## config.mk

```make
export PLATFORM = sky130hd
export DESIGN_NAME = morse_signal_classifier
export DESIGN_NICKNAME = d
export VERILOG_FILES = /design/src/rtl/morse_pkg.sv /design/src/rtl/key_debouncer.sv /design/src/rtl/morse_signal_classifier.sv
export SDC_FILE = /design/constraint.sdc
export NUM_CORES = 1
export LEC_CHECK = 0
export ABC_AREA = 1
export BUFFER_PORTS_ARGS = -buffer_cell sky130_fd_sc_hd__buf_2
export CAP_MARGIN = 20
export CELL_PAD_IN_SITES_DETAIL_PLACEMENT = 2
export CELL_PAD_IN_SITES_GLOBAL_PLACEMENT = 2
export CORE_MARGIN = 2
export CORE_UTILIZATION = 30
export CTS_BUF_LIST = sky130_fd_sc_hd__clkbuf_8
export CTS_CLUSTER_DIAMETER = 40
export DETAILED_ROUTE_END_ITERATION = 10
export PLACE_DENSITY_LB_ADDON = 0.1
export SLEW_MARGIN = 0
export SYNTH_ARGS = -nofsm -noshare
export SYNTH_HDL_FRONTEND = slang
export SYNTH_SLANG_ARGS = --single-unit
```

## constraint.sdc

```tcl
create_clock -name Clk -period 1.7 [get_ports Clk]
set_clock_uncertainty 0.05 [all_clocks]
set_input_delay 0.17 -clock Clk [delete_from_list [all_inputs] [get_ports Clk]]
set_output_delay 0.17 -clock Clk [all_outputs]
set_load 0.02 [all_outputs]
```

## src/rtl/morse_pkg.sv

```systemverilog
// Shared Morse codes and classifier states; used by the classifier and the sequence producer.
package morse_pkg;

    localparam logic [2:0] SIG_DOT    = 3'b000;
    localparam logic [2:0] SIG_DASH   = 3'b001;
    localparam logic [2:0] SIG_SPACE  = 3'b010;
    localparam logic [2:0] SIG_ENDSEQ = 3'b011;
    localparam logic [2:0] SIG_NONE   = 3'b111;

    typedef enum logic [1:0] {
        IDLE  = 2'd0,
        PRESS = 2'd1,
        GAP   = 2'd2
    } cls_state_t;

endpackage

```

## src/rtl/key_debouncer.sv

```systemverilog
// Key synchroniser + debouncer with one-cycle press/release pulses; latency 2 + DEBOUNCE cycles.
// Backpressure: none, free-running.
module key_debouncer #(
    parameter int DEBOUNCE = 2
) (
    input  logic Clk,
    input  logic Resetbar,
    input  logic Key_raw,
    output logic Key_db,
    output logic Press_evt,
    output logic Release_evt
);

    localparam int DB_W = (DEBOUNCE > 1) ? $clog2(DEBOUNCE) : 1;

    logic            sync_1;
    logic            sync_2;
    logic            db_q;
    logic [DB_W-1:0] stable_cnt;

    always_ff @(posedge Clk or negedge Resetbar) begin
        if (!Resetbar) begin
            sync_1     <= 1'b0;
            sync_2     <= 1'b0;
            Key_db     <= 1'b0;
            db_q       <= 1'b0;
            stable_cnt <= '0;
        end else begin
            sync_1 <= Key_raw;
            sync_2 <= sync_1;
            db_q   <= Key_db;
            // Any return to the current level restarts the stability count.
            if (sync_2 != Key_db) begin
                if (stable_cnt == DB_W'(DEBOUNCE - 1)) begin
                    Key_db     <= sync_2;
                    stable_cnt <= '0;
                end else begin
                    stable_cnt <= stable_cnt + 1'b1;
                end
            end else begin
                stable_cnt <= '0;
            end
        end
    end

    assign Press_evt   =  Key_db & ~db_q;
    assign Release_evt = ~Key_db &  db_q;

endmodule

```

## src/rtl/morse_signal_classifier.sv

```systemverilog
// Classifies debounced key presses/gaps into dot, dash, end-of-letter and word-space codes.
// Latency: event code registered 1 cycle after its debounced edge or tick; backpressure: none.
module morse_signal_classifier
    import morse_pkg::*;
#(
    parameter int TICK_DIV         = 4,
    parameter int DEBOUNCE         = 2,
    parameter int DASH_UNITS       = 3,
    parameter int LETTER_GAP_UNITS = 3,
    parameter int WORD_GAP_UNITS   = 7,
    parameter int CNT_W            = 8
) (
    input  logic       Clk,
    input  logic       Resetbar,
    input  logic       Key,
    input  logic       Clear,
    output logic [2:0] Signals,
    output logic       Sig_Valid
);

    localparam int PW = (TICK_DIV > 1) ? $clog2(TICK_DIV) : 1;

    logic             key_db;
    logic             press_evt;
    logic             release_evt;
    logic             tick;
    logic [PW-1:0]    pres;
    logic [CNT_W-1:0] units;
    cls_state_t       state;

    key_debouncer #(
        .DEBOUNCE(DEBOUNCE)
    ) u_key_debouncer (
        .Clk        (Clk),
        .Resetbar   (Resetbar),
        .Key_raw    (Key),
        .Key_db     (key_db),
        .Press_evt  (press_evt),
        .Release_evt(release_evt)
    );

    assign tick = (pres == PW'(TICK_DIV - 1));

    always_ff @(posedge Clk or negedge Resetbar) begin
        if (!Resetbar) begin
            state     <= IDLE;
            pres      <= '0;
            units     <= '0;
            Signals   <= SIG_NONE;
            Sig_Valid <= 1'b0;
        end else if (Clear) begin
            state     <= IDLE;
            pres      <= '0;
            units     <= '0;
            Signals   <= SIG_NONE;
            Sig_Valid <= 1'b0;
        end else begin
            Signals   <= SIG_NONE;
            Sig_Valid <= 1'b0;

            // Every debounced edge starts a fresh duration measurement.
            if (press_evt || release_evt) begin
                pres  <= '0;
                units <= '0;
            end else begin
                pres <= tick ? '0 : pres + 1'b1;
                if (tick && (units != '1))
                    units <= units + 1'b1;
            end

            case (state)
                IDLE: begin
                    if (press_evt)
                        state <= PRESS;
                end
                PRESS: begin
                    if (release_evt) begin
                        Signals   <= (units >= CNT_W'(DASH_UNITS)) ? SIG_DASH : SIG_DOT;
                        Sig_Valid <= 1'b1;
                        state     <= GAP;
                    end
                end
                GAP: begin
                    // A press landing on the word-gap tick closes only the letter.
                    if (press_evt) begin
                        if (units >= CNT_W'(LETTER_GAP_UNITS)) begin
                            Signals   <= SIG_ENDSEQ;
                            Sig_Valid <= 1'b1;
                        end
                        state <= PRESS;
                    end else if (tick && (units == CNT_W'(WORD_GAP_UNITS - 1))) begin
                        Signals   <= SIG_SPACE;
                        Sig_Valid <= 1'b1;
                        state     <= IDLE;
                    end
                end
                default: state <= IDLE;
            endcase
        end
    end

endmodule

```

==> results.ini <==
[outcome]
outcome=finished, final reports clean

[routing]
vias=1000
drc=0
routed_wl_um=2950
first_pass_iters=2
routed_via_density=4.72
drt_first_iter_violations=22
postRouteAntennaNets=0
wl_per_cell_um=13.9

[final_layout]
areaGrowthSynthToFinish_pct=15.5
finalNetCount=179
fin_util_pct=36.7
antenna_cells=0
drive_above_1_share_pct=17.7

[grt]
grt_pass1_wl_um=5130
antenna_found_initial=0
grt_pass1_vias=1141
grt_overflow=0
grt_usage_pct=15.8
grt_max_degree=22

[pwr]
p_per_area_mw_per_mm2=1280
p_total_w=0.00176
p_leak_nw=0.646
vdd_ir_drop_max_uv=384

[min_path]
min_path_type=in -> reg

[floorplan]
coreArea_mm2=0.00374
io_pins=8
start_util_pct=31.8
die_area_mm2=0.00449
die_x_um=67.0
rows=22
die_h_um=67.0

[flow_run]
drv_cap=0

[logic_synthesis]
ys_types=23
avgSynthCellArea_um2=8.04
ys_seq_area_share_pct=44.5
ys.flop_type=dfrtp_1
ys_seq_elements=21
synth.most_common_cell=nand2_1
yosysWarningCount=0
yosysTopAreaCellShare_pct=37.9
synth_commonest_cells=nand2_1 (38), inv_1 (23), dfrtp_1 (18), nor2_1 (18), ha_1 (10)
synth_edf_count=0
netlist_instances=148
synthesis.area_mm2=0.00119
synthTopCellsByArea=dfrtp_1 (38%), nand2_1 (12%), ha_1 (11%)
synth_fp_nets=162
synth_top_area_cell=dfrtp_1
synth-async-reset-ratio_pct=100

[placed_design]
gp_congestion=0.703
dp_hpwl_um=2350
io_buffer_count=7

[sta]
hold_viol=0
fin_crit_ns=1.52
slew_headroom_pct=66.0
drv_slew=0
setup_violations=0
setup_tns_ns=0
fmax_mhz=658
rsz0062_at_grt=false
worst_slew_pin_slew_ns=0.509
fin_crit_sh_pct=89.4

[critical_path]
crit_start=u_key_debouncer.Key_db$_DFFE_PN0P_
reg2reg_depth=8
endpoint_kind=flop
reg2reg_to=units[6]$_DFFE_PN0P_
critPathKind=reg -> reg
regToRegSetupSlack_ns=0.18
critPathMaxFanout=8
crit_arrival_ns=1.66
required_ns=1.84
endpoint=units[6]$_DFFE_PN0P_
worstSetupStartpointType=flop
r2r-start=u_key_debouncer.Key_db$_DFFE_PN0P_

[clock_network]
cts_buffers=3
insertion_delay_ns=0.27
tritoncts=built
root_buffer=clkbuf_8
clkSlewWorstSetupHoldPaths_ns=0.08
cts_sinks=21
clk_path_buf_depth=2
htreeDepth=1

flip-flops by register name, indices dropped and copies added, names as in the netlist:
name	count
units	8
Signals	3
pres	2
state	2
Sig_Valid	1
u_key_debouncer.Key_db	1
u_key_debouncer.db_q	1
u_key_debouncer.stable_cnt	1
u_key_debouncer.sync_1	1
u_key_debouncer.sync_2	1
how the worst min path moves through the flow:
stage / depth (start not counted) / slack, ns / from / to
final: 2 / 0.11 / Clear / pres[1]$_DFF_PN0_
after global routing: 2 / 0.13 / Clear / pres[1]$_DFF_PN0_
after CTS: 2 / 0.12 / Clear / pres[1]$_DFF_PN0_
after detailed placement: 1 / 0.12 / Resetbar / units[5]$_DFFE_PN0P_
after global placement: 1 / 0.12 / Resetbar / units[5]$_DFFE_PN0P_
after floorplan: 0 / -0.18 / Resetbar / Sig_Valid$_DFF_PN0_
logic make-up after synthesis:
family          after synthesis  synth area share, %
flops                        21                 44.5
simple gates                 79                 30.3
xor+xnor                      1                0.736
fa+ha+maj                    10                 10.5
buf+inv                      24                 7.57
compound gates               13                 6.41
what timing repair did:
action | in CTS | in global routing
setup endpoints to repair | 0 | 1
endpoints found under the hold margin | 19 | 0
hold buffers | 2 | 0
resized for setup | 0 | 0
buffers inserted | 0 | 1
per-stage QoR:
step / hold WS, ns / cells / setup WS [ns] / instance area (µm²)
2_1_floorplan: -0.176 / 148 / 0.261 / 1190
3_3_place_gp: 0.116 / 205 / 0.218 / 1300
3_5_place_dp: 0.125 / 205 / 0.159 / 1300
4_1_cts: 0.115 / 211 / 0.129 / 1370
5_1_grt: 0.125 / 212 / 0.0146 / 1370
6_report: 0.115 / 212 / 0.181 / 1370
cells in the final DEF (no fill, tap or decap), drive strengths merged:
cell         netlist  final
buf                0     10
nand2             41     41
dfstp              3      3
nand3b             1      1
nor3               2      2
nand4              3      3
dlygate4sd3        0      2
o31ai              1      1
or2                1      1
o21ai              6      6
inv               24     24
xnor2              1      1
clkinv             0      1
clkbuf             0      3
nor2              21     21
dfrtp             18     18
nand3             10     10
ha                10     10
a31oi              1      1
a21oi              5      5
layer usage:
layer,GRT usage (%),part of all wire (%)
met1,18.5,45
met2,28.0,51
met3,3.04,2.3
met4,6.12,1.4
met5,0,0
power breakdown:
part	internal, W	switching, W	leakage [nW]
Clock	0.000164	0.000178	0.0255
Combinational	0.000260	0.000452	0.349
Sequential	0.000627	0.0000762	0.271
Total	0.00105	0.000706	0.646
critical path, cell delays in order (launching register included):
cell	delay (ns)
dfrtp_1	0.40
inv_1	0.07
ha_1	0.33
inv_1	0.08
nor2_1	0.05
buf_4	0.16
nand2_1	0.10
nand2_1	0.06
a21oi_1	0.14
final cells by class:
cell class                      count  area, µm²
Clock buffer                        3       41.3
Clock inverter                      1       5.00
Fill cell                         454       2370
Inverter                           24       90.1
Multi-Input combinational cell    103        571
Sequential cell                    21        529
Tap cell                           48       60.1
Timing Repair Buffer               12       77.6
Note: power is estimated with default switching activity, not from simulation.
